`config.mk`:
```
export PLATFORM = sky130hd
export DESIGN_NAME = disp_ch_sched
export DESIGN_NICKNAME = d
export VERILOG_FILES = /design/src/rtl/disp_sched_pkg.sv /design/src/rtl/disp_dwell_timer.sv /design/src/rtl/disp_ch_sched.sv
export SDC_FILE = /design/constraint.sdc
export NUM_CORES = 1
export LEC_CHECK = 0
export BUFFER_PORTS_ARGS = -buffer_cell sky130_fd_sc_hd__buf_4
export CORE_ASPECT_RATIO = 1.5
export CORE_MARGIN = 5
export CORE_UTILIZATION = 55
export CTS_CLUSTER_DIAMETER = 100
export DETAILED_ROUTE_END_ITERATION = 6
export GPL_TIMING_DRIVEN = 0
export PLACE_DENSITY = 0.77
export SLEW_MARGIN = 20
export SYNTH_ARGS = -nofsm -noshare
export SYNTH_HDL_FRONTEND = slang
export SYNTH_SLANG_ARGS = --single-unit
export TNS_END_PERCENT = 10
```
`constraint.sdc`:
```
create_clock -name clk -period 3 [get_ports clk]
set_clock_uncertainty 0.05 [all_clocks]
set_input_delay 0.6 -clock clk [delete_from_list [all_inputs] [get_ports clk]]
set_output_delay 0.6 -clock clk [all_outputs]
set_load 0.01 [all_outputs]
```
`src/rtl/disp_sched_pkg.sv`:
```
// Shared types and helpers for the display channel scheduler: channel geometry,
// CPU handshake states and the next-enabled-channel search.
package disp_sched_pkg;

    localparam int CH_W = 3;
    localparam int N_CH = 8;

    typedef enum logic [1:0] {
        IDLE,
        LOAD,
        ACK
    } cpu_state_e;

    // Searches upward from cur+1, wrapping 7->0; cur itself is checked last so a
    // lone enabled channel maps to itself. An empty mask falls back to channel 0.
    function automatic logic [CH_W-1:0] next_enabled_ch(
        input logic [CH_W-1:0] cur,
        input logic [N_CH-1:0] mask
    );
        logic [CH_W-1:0] idx;
        logic [CH_W-1:0] res;
        logic            found;
        res   = '0;
        found = 1'b0;
        for (int i = 1; i <= N_CH; i++) begin
            idx = cur + CH_W'(i);
            if (!found && mask[idx]) begin
                res   = idx;
                found = 1'b1;
            end
        end
        return res;
    endfunction

endpackage

```
`src/rtl/disp_dwell_timer.sv`:
```
// Dwell counter for auto-scan: counts 0..DWELL_CYCLES-1 while run is high and
// flags expire on the terminal count; clear forces it back to 0.
module disp_dwell_timer #(
    parameter int DWELL_CYCLES = 50000000,
    parameter int CNT_W        = 32
) (
    input  logic clk,
    input  logic rst,
    input  logic clear,
    input  logic run,
    output logic expire
);

    localparam logic [CNT_W-1:0] LAST = CNT_W'(DWELL_CYCLES - 1);

    logic [CNT_W-1:0] cnt_q;
    logic [CNT_W-1:0] cnt_d;

    always_comb begin
        cnt_d  = cnt_q;
        expire = 1'b0;
        if (clear) begin
            cnt_d = '0;
        end else if (run) begin
            if (cnt_q == LAST) begin
                cnt_d  = '0;
                expire = 1'b1;
            end else begin
                cnt_d = cnt_q + CNT_W'(1);
            end
        end
    end

    always_ff @(posedge clk or negedge rst) begin
        if (!rst) begin
            cnt_q <= '0;
        end else begin
            cnt_q <= cnt_d;
        end
    end

endmodule

```
`src/rtl/disp_ch_sched.sv`:
```
// Display channel scheduler: manual/auto-scan channel select plus CPU write handshake.
// Optional feature macro DISP_CPU_FOCUS_EN: a CPU write in auto mode jumps to channel 0 for a full dwell.
module disp_ch_sched
    import disp_sched_pkg::*;
#(
    parameter int DWELL_CYCLES = 50000000,
    parameter int CNT_W        = 32
) (
    input  logic            clk,
    input  logic            rst,
    input  logic            auto_en,
    input  logic [CH_W-1:0] sw_ch,
    input  logic [N_CH-1:0] ch_mask,
    input  logic            cpu_req,
    output logic            cpu_ack,
    output logic            en,
    output logic [CH_W-1:0] test,
    output logic            scan_tick
);

    cpu_state_e      state_q, state_d;
    logic [CH_W-1:0] test_q, test_d;
    logic            tick_q, tick_d;
    logic            en_q, en_d;
    logic            ack_q, ack_d;
    logic            focus_load;
    logic            timer_clear;
    logic            expire;

`ifdef DISP_CPU_FOCUS_EN
    assign focus_load = auto_en && (state_q == LOAD);
`else
    assign focus_load = 1'b0;
`endif

    // Manual mode parks the counter at 0 so a later switch to auto starts a fresh dwell.
    assign timer_clear = !auto_en || focus_load;

    disp_dwell_timer #(
        .DWELL_CYCLES(DWELL_CYCLES),
        .CNT_W       (CNT_W)
    ) u_dwell_timer (
        .clk   (clk),
        .rst   (rst),
        .clear (timer_clear),
        .run   (auto_en),
        .expire(expire)
    );

    always_comb begin
        test_d = test_q;
        tick_d = 1'b0;
        if (!auto_en) begin
            test_d = sw_ch;
        end else if (focus_load) begin
            test_d = '0;
        end else if (expire) begin
            test_d = next_enabled_ch(test_q, ch_mask);
            tick_d = |ch_mask;
        end
    end

    // en/cpu_ack are decoded from the next state so they are registered yet line up with it.
    always_comb begin
        state_d = state_q;
        case (state_q)
            IDLE:    if (cpu_req) state_d = LOAD;
            LOAD:    state_d = ACK;
            ACK:     if (!cpu_req) state_d = IDLE;
            default: state_d = IDLE;
        endcase
        en_d  = (state_d == LOAD);
        ack_d = (state_d == ACK);
    end

    always_ff @(posedge clk or negedge rst) begin
        if (!rst) begin
            state_q <= IDLE;
            test_q  <= '0;
            tick_q  <= 1'b0;
            en_q    <= 1'b0;
            ack_q   <= 1'b0;
        end else begin
            state_q <= state_d;
            test_q  <= test_d;
            tick_q  <= tick_d;
            en_q    <= en_d;
            ack_q   <= ack_d;
        end
    end

    assign test      = test_q;
    assign scan_tick = tick_q;
    assign en        = en_q;
    assign cpu_ack   = ack_q;

endmodule

```
==> metrics list, run 1 <==
- CTS placed an instance of sky130_fd_sc_hd__clkbuf_8 at the clock tree root.
- The final layout contains 330 nets.
- I/O pin count: 21
* Required time reported for the critical path endpoint: roughly 3.1 ns
- Setup slack at placement: -0.369 ns
- Max Clk Rate: approximately 340 MHz
- Crit Path Class: flop to flop
- Of the cells placed in the final design, the portion with a size suffix greater than 1 is about a fifth.
- The number of antenna diodes in the final layout is 0.
- Detailed placement finished with a half-perimeter wire length of 4720 um.
- Buffers placed on the I/O ports in this run total 20.
- Summing all flip-flop and latch instances after layout gives about 0.001 mm^2.
* Worst Path Arrival: between 3 and 4 ns
* Number of buffers on the longest clock path: 2
- Number of enable flip-flop cells after synthesis: 0
* Width of the chip: between 60 and 70 um
* Area fraction in compound gates after synthesis: 8.39%
- TNS Setup: 0 ns
- Async set or reset register ratio after synthesis: 100%
- Insertion delay of the later-clocked pin in the worst-skew pair: 0.30 ns
- After Yosys synthesis, XOR and XNOR cells account for 10.5% of the synthesized area.
- Full die area: between 0.006 and 0.007 mm^2
- Summed instance area of the synthesized netlist: around 0.0028 mm^2
* Cell breakdown of the critical path: buf_12, inv_1, ha_1, xnor2_4, mux4_2, nand4b_4, nor2_1, a221oi_1, o22ai_1, mux2_2
- Number of cells produced by synthesis: approximately 280
- Across all layers, the routed design uses between 2000 and 2500 vias.
- Synthesized Nets: about 300
- Routability-driven placement finished with a final weighted congestion of between 0.8 and 0.9.
- After synthesis, the netlist uses 53 different library cells.
- In this run the critical register-to-register path is launched from test[1]$_DFFE_PN0P_.
- Entering global routing, the biggest net connects roughly 40 pins.
- The kind of cell with the highest combined delay along the critical path is multiplexers.
- Crit Path Max Fanout: 18
* Overall overflow remaining after global route: 0
* Max-slew headroom at the worst pin: 45.3%
- Total number of placement rows: 32
- Multiplexer area fraction after synthesis: approximately a fifth
- Number of hold-repair buffers added at the cts stage: 0
- Kind of end point of the critical path: flop
- H-tree Lvls: 2
* Run status: completed
- From bottom edge to top edge, the die measures a little under 100 um.
* Leading register cell type out of synthesis: sky130_fd_sc_hd__dfrtp_1
* Fin crit share: a little over nine tenths
* Path category of the worst min-delay check: primary input to async pin
- For flop-to-flop paths, the worst setup slack is 0.06 ns.
- Register bit total from synthesis: 40
- Number of remaining DRC errors: 0
- In this run the remaining antenna-violating nets after routing total 0.
- TritonCTS built the clock tree.
- Placeable core region: around 0.0050 mm^2
- The synthesized netlist devotes between 20% and 30% of its cell area to simple gates.
- For this run, the number of standard cells in the final layout without fillers is about 380.
- Drt wl/cell: about 16 um
* Slew at the pin with the worst max-slew slack: between 0.8 and 0.9 ns
* CP Launch Type: flop
- Wire length of the first global-routing pass: 10600 um
- Count of maximum capacitance violations: 0
- The worst path needs 2.94 ns of the cycle, external delays included.
- Main combinational cell family by area after synthesis: simple AND/OR/NAND/NOR gates
- Setup slack on the critical path of the routed design comes to 0.0643 ns.
- Total of warnings raised by yosys: 0
* Number of antenna violations at the first check in global routing: 0
* Overall Global Routing Usage: about a fifth
- Vias in the first global route: approximately 2300
- On the critical path, the stage with the largest delay is an instance of sky130_fd_sc_hd__mux4_2.
- Instance count on the critical path: 10
* Post-detailed-route via-to-cell ratio: 5.96
* Mean instance size in the synthesized netlist: 9.97 um^2
- Lkg Pwr: between 1 and 1.5 nW
- Summing the areas of all fa, ha and maj instances in the mapped netlist gives under 10% of the synthesized area.
- Setup repair after global routing could not meet its margin everywhere.
- The endpoint identified for the worst register-to-register timing path is test[1]$_DFFE_PN0P_.
* Multi-input combinational cell area: between 0.0015 and 0.002 mm^2
- In this run, CTS created clock tree buffers numbering 5.
- The pre-antenna-repair detailed-routing pass consisted of 4 iterations.
- Measured in cells, the most critical reg-to-reg path has a length of 10.
- The final layout contains routed wiring with a total length of ~6200 um.
* Maximum vdd drop: 0.837 mV
* Clk slew on worst S/H paths: 0.09 ns
- Share of the yosys chip area belonging to registers: 35.5%
- Worst-case hold slack: about 0.20 ns
- Power density relative to cell area: slightly below 900 mW/mm^2
* Starting Density: a little under three fifths
* Crit path buffers/inverters: 2
- Once layout is complete, the utilization of the core stands at 64.0%.
- Setup violations remaining at the end of the flow were counted as 0.
* Slew Limit Fails: 0
* Area grow syn2layout: 14.5%
- Number of cells in the design after placement: ~370
- Layout fillers: 449
- Slowest Stage Delay on Critical Path: roughly 0.6 ns
- The final hold violation count is 0.
- Initial DRC Count: about 100
* Sink count of the clock tree: 40
==> layout make-up <==
class,instances,share of cell area (%)
Multi-Input combinational cell,223,53.9
Buffer,10,2.60
Timing Repair Buffer,23,5.35
Inverter,9,1.12
Sequential cell,40,31.0
Clock inverter,3,1.32
Clock buffer,5,2.13
Tap cell,68,2.63
==> per-layer routing <==
metal	vias up	share of wire (%)	global-route usage [%]
li1	1084	-	-
met1	1095	38	22.8
met2	63	53	34.9
met3	27	3.1	2.31
met4	0	5.7	13.6
met5	-	0	0
==> power by group <==
group | internal [mW] | switching [mW]
Clock | 0.246 | 0.195
Sequential | 0.585 | 0.0381
Combinational | 0.851 | 0.929
Total | 1.68 | 1.16
==> cell usage after synthesis (5+ instances only) <==
cell / instances / area share, %
sky130_fd_sc_hd__xnor2_1: 15 / 4.7
sky130_fd_sc_hd__inv_1: 8 / 1.1
sky130_fd_sc_hd__a21oi_1: 7 / 1.2
sky130_fd_sc_hd__o21ai_0: 8 / 1.4
sky130_fd_sc_hd__nand3_1: 22 / 3.9
sky130_fd_sc_hd__nand4_1: 5 / 1.1
sky130_fd_sc_hd__nand2_1: 20 / 2.7
sky130_fd_sc_hd__xor2_1: 17 / 5.3
sky130_fd_sc_hd__mux4_1: 5 / 4.7
sky130_fd_sc_hd__nor2_1: 43 / 5.7
sky130_fd_sc_hd__dfrtp_1: 40 / 35
sky130_fd_sc_hd__clkbuf_1: 5 / 0.67
sky130_fd_sc_hd__mux2i_1: 10 / 3.5
sky130_fd_sc_hd__mux2_2: 7 / 2.8
sky130_fd_sc_hd__mux4_2: 8 / 6.4
==> cells by family (layout without fill, tap and decap cells) <==
logic type / Yosys count / count (layout)
xor gates and xnor gates: 33 / 33
and+or+nand+nor: 121 / 121
buffers and inverters: 20 / 50
adders and majority gates: 3 / 3
muxes: 32 / 32
AOI/OAI and AO/OA: 34 / 34
DFF: 40 / 40
==> cell usage in the layout (no fill, tap or decap), types with 7 or more instances in the layout <==
cell	instances
sky130_fd_sc_hd__nor2_1	43
sky130_fd_sc_hd__dfrtp_1	40
sky130_fd_sc_hd__buf_4	24
sky130_fd_sc_hd__nand3_1	22
sky130_fd_sc_hd__nand2_1	20
sky130_fd_sc_hd__xor2_1	17
sky130_fd_sc_hd__xnor2_1	14
sky130_fd_sc_hd__mux2i_1	10
sky130_fd_sc_hd__inv_1	8
sky130_fd_sc_hd__o21ai_0	8
sky130_fd_sc_hd__mux4_2	8
sky130_fd_sc_hd__mux2_2	7
sky130_fd_sc_hd__a21oi_1	7
==> worst max-delay path by stage <==
stage / from / to / slack, ns
floorplan: test[1]$_DFFE_PN0P_ / test[1]$_DFFE_PN0P_ / 0.03
detailed placement: test[1]$_DFFE_PN0P_ / test[1]$_DFFE_PN0P_ / -0.37
finish: test[1]$_DFFE_PN0P_ / test[1]$_DFFE_PN0P_ / 0.06
global placement: test[1]$_DFFE_PN0P_ / test[1]$_DFFE_PN0P_ / -0.30
global route: test[1]$_DFFE_PN0P_ / test[1]$_DFFE_PN0P_ / -0.07
CTS: test[1]$_DFFE_PN0P_ / test[1]$_DFFE_PN0P_ / 0.02
==> worst register-to-register path: cells and delay by family (launching register included) <==
family	cells	cell delay, ns
adder cells (fa/ha/maj)	1	0.27
flip-flops	1	0.43
multiplexers	2	0.88
buffers and inverters	2	0.28
XOR/XNOR	1	0.25
AND/OR/NAND/NOR	2	0.21
AO/OA/AOI/OAI	2	0.44
==> stage by stage <==
step / area (um^2) / power, mW
finish: 3230 / 2.84
global route: 3230 / 3.03
CTS: 3210 / 2.81
detailed placement: 3060 / 2.28
global placement: 3060 / 2.25
floorplan: 2820 / 1.92
==> flip-flops by register name, indices dropped and copies added (netlist names) <==
name	cells
test	3
state_q	2
en	1
u_dwell_timer.cnt_q	32
cpu_ack	1
scan_tick	1
==> repair_timing <==
| action | in CTS | in global routing |
|---|---|---|
| pin swaps | 1 | 0 |
| cloned | 0 | 0 |
| buffers inserted | 3 | 0 |
| setup endpoints to repair | 3 | 6 |
| gates resized for setup | 4 | 6 |
Power figures use the tool's default switching activity.
==> run 2, diff against run 1 <==
--- a/config.mk
+++ b/config.mk
@@ -8,12 +8,11 @@
 export BUFFER_PORTS_ARGS = -buffer_cell sky130_fd_sc_hd__buf_4
 export CORE_ASPECT_RATIO = 1.5
 export CORE_MARGIN = 5
-export CORE_UTILIZATION = 55
+export CORE_UTILIZATION = 50
 export CTS_CLUSTER_DIAMETER = 100
 export DETAILED_ROUTE_END_ITERATION = 6
 export GPL_TIMING_DRIVEN = 0
-export PLACE_DENSITY = 0.77
-export SLEW_MARGIN = 20
+export PLACE_DENSITY = 0.71
 export SYNTH_ARGS = -nofsm -noshare
 export SYNTH_HDL_FRONTEND = slang
 export SYNTH_SLANG_ARGS = --single-unit
==> metrics list, run 2 (synthesis results as in run 1) <==
* Number of cells in the design after placement: 373 (+0.54%)
- Path category of the worst min-delay check: primary input to async pin
- Relative to the synthesized area, the layout overhead comes to 16.6%.
- Vias in the first global route: 2236 (-4.7%)
- Hold violation count in the final report: 0 (unchanged)
* Most frequent standard cell in the layout excluding fill and tap cells: sky130_fd_sc_hd__nor2_1
- The worst register-to-register path begins at test[0]$_DFFE_PN0P_.
* Wire length of the first global-routing pass: 10500 um (-0.85%)
* H-tree Lvls: 2 (unchanged)
- Power density relative to cell area: 903 mW/mm^2 (+2.6%)
- By startpoint and endpoint, the worst setup path is classified as flop to flop.
* Register containing the most flip-flops in the final layout: u_dwell_timer.cnt_q
- The die width was 71.3 um (+4.2%).
- The top-level I/O count is 21 (unchanged).
- The required time at the worst-slack endpoint came to 3.13 ns (about the same).
* Largest register FFs: 32 (unchanged)
* Final RePlAce weighted congestion: 0.909 (+2.3%)
* Number of hold-repair buffers added at the cts stage: 0 (unchanged)
* Sink count of the clock tree: 40 (unchanged)
- The violation count after the first detailed-routing iteration came to 96 (-3.0%).
- Nets@finish: 332 (+0.61%)
- Placeable core region: 0.00549 mm^2 (+8.9%)
- Largest net degree at the start of global routing: 41 (unchanged)
* Slew Limit Fails: 0 (unchanged)
* Starting Density: 51.4% (-4.5 points)
* Full die area: 0.00727 mm^2 (+8.7%)
- The worst slew margin relative to its limit is 59.1% (+14 points).
- The final core utilization is 59.9% (-4.1 points).
- TritonCTS clock tree: yes
- The remaining global-route overflow came to 0 (unchanged).
- Fin area: 0.00329 mm^2 (+1.9%)
* Clk slew on worst S/H paths: 0.08 ns (about the same)
- Fin crit share: 98.5% (+0.66 points)
* Total number of placement rows: 33 (+3.1%)
* Crit Path Max Fanout: 10 (-8)
- The run finished with clean final reports.
* Setup repair after global routing missed its margin: yes
* Number of buffers created by CTS: 5 (unchanged)
- The maximum count of clock buffers along a single path came to 2 (unchanged).
- Iteration count of the initial detailed-routing pass: 4 (unchanged)
* Number of antenna violations at the first check in global routing: 0 (unchanged)
- Kind of end point of the critical path: flop
- The worst-margin pin slew was 0.608 ns (-0.206 ns).
- Period minus WS final: 2.96 ns (+0.0199 ns)
- The share of post-route cells with drive strength above 1 came to 22.2% (+2.4 points).
* Count of maximum capacitance violations: 0 (unchanged)
- The static leakage came to 1.37 nW (+1.7%).
- Overall Global Routing Usage: 18.2% (-2.3 points)
* Placed wire-length estimate: 4690 um (-0.55%)
* Drt wl/cell: 16.2 um (about the same)
* Placement Cell Area: 0.00306 mm^2 (about the same)
* Post-detailed-route via-to-cell ratio: 5.85 (-1.7%)
* Number of remaining DRC errors: 0 (unchanged)
* Worst Path Arrival: 3.09 ns (+0.02 ns)
- WL final: 6240 um (+0.95%)
- Highest-count cells in the layout ignoring fill and taps: sky130_fd_sc_hd__nor2_1 (43), sky130_fd_sc_hd__dfrtp_1 (39), sky130_fd_sc_hd__buf_4 (25), sky130_fd_sc_hd__nand3_1 (22), sky130_fd_sc_hd__nand2_1 (20)
* Number of antenna-violating nets in the routed design: 0 (unchanged)
- Via Count: 2254 (-0.66%)
- Ant. Diodes: 0 (unchanged)
* Pwr Total: 2.97 mW (+4.5%)
- The largest vdd supply drop was 0.764 mV (-8.7%).
- Vertical extent of the die: 102 um (+4.4%)
- The peak clock frequency supported by timing was 338 MHz (-0.67%).
- Layout fillers: 464 (+3.3%)
- The number of standard cells in the layout, taps in and fillers out is 385 (+1.0%).
- The final number of setup-violating endpoints is 0 (unchanged).
* Buffers added on ports: 20 (unchanged)
- Clock Tree Root: sky130_fd_sc_hd__clkbuf_8
* Setup crit start: test[0]$_DFFE_PN0P_
- STA classifies the critical path startpoint as a flop.
- The clock network latency to the later pin of the worst-skew pair is 0.29 ns (about the same).
-- run 2: metal layers --
metal	share of wire, %	track usage, %	vias up	wire (um)
li1	-	-	1093	-
met1	39	19.9	1095	2420
met2	54	34.6	50	3390
met3	3.1	1.87	16	192
met4	3.9	8.39	0	245
met5	0	0	-	0
-- run 2: final timing paths --
| path | cells past startpoint | to | slack, ns |
|---|---|---|---|
| worst max register to register | 12 | test[1]$_DFFE_PN0P_ | 0.04 |
| worst max-delay path | 12 | test[1]$_DFFE_PN0P_ | 0.04 |
| worst min register to register | 1 | en$_DFF_PN0_ | 0.41 |
| min in group clk | 1 | en$_DFF_PN0_ | 0.41 |
| worst min-delay path | 1 | u_dwell_timer.cnt_q[10]$_DFF_PN0_ | 0.22 |
| max in group asynchronous | 1 | test[0]$_DFFE_PN0P_ | 2.31 |
-- run 2: final cells by class --
class,instances,area (um^2),area share (%)
Sequential cell,40,1000,30.5
Buffer,10,86.3,2.62
Clock buffer,7,96.3,2.93
Tap cell,70,87.6,2.66
Clock inverter,1,30.0,0.913
Inverter,9,38.8,1.18
Multi-Input combinational cell,223,1760,53.5
Timing Repair Buffer,25,188,5.71
-- run 2: repair_timing --
item / 4_1_cts / 5_1_grt
endpoints found under the setup margin: 3 / 6
pin swaps: 1 / 5
gates resized for setup: 6 / 11
buffers inserted: 2 / 3
-- run 2: stage by stage --
stage                     hold slack (ns)  TNS, ns  worst slack [ns]
final                               0.222        0            0.0444
after floorplan                     0.254        0            0.0266
after CTS                           0.237        0            0.0105
after detailed placement            0.406   -0.810            -0.310
after global routing                0.259  -0.0478           -0.0396
after global placement              0.391   -0.791            -0.300
-- run 2: report_power, final --
part | total, mW | leakage [nW] | switching, mW | internal [mW]
clock network | 0.480 | 0.0645 | 0.186 | 0.294
registers | 0.626 | 0.544 | 0.0396 | 0.587
logic | 1.87 | 0.759 | 0.961 | 0.905
-- run 2: worst max-delay path, cell delays in order, from the launching register on --
cell	delay, ns
sky130_fd_sc_hd__dfrtp_2	0.43
sky130_fd_sc_hd__buf_8	0.15
sky130_fd_sc_hd__buf_8	0.14
sky130_fd_sc_hd__inv_2	0.07
sky130_fd_sc_hd__ha_2	0.27
sky130_fd_sc_hd__buf_6	0.14
sky130_fd_sc_hd__clkinv_4	0.07
sky130_fd_sc_hd__mux4_2	0.57
sky130_fd_sc_hd__nand4b_4	0.16
sky130_fd_sc_hd__nor2_1	0.07
sky130_fd_sc_hd__a221oi_2	0.29
sky130_fd_sc_hd__o22ai_2	0.14
sky130_fd_sc_hd__mux2_2	0.28
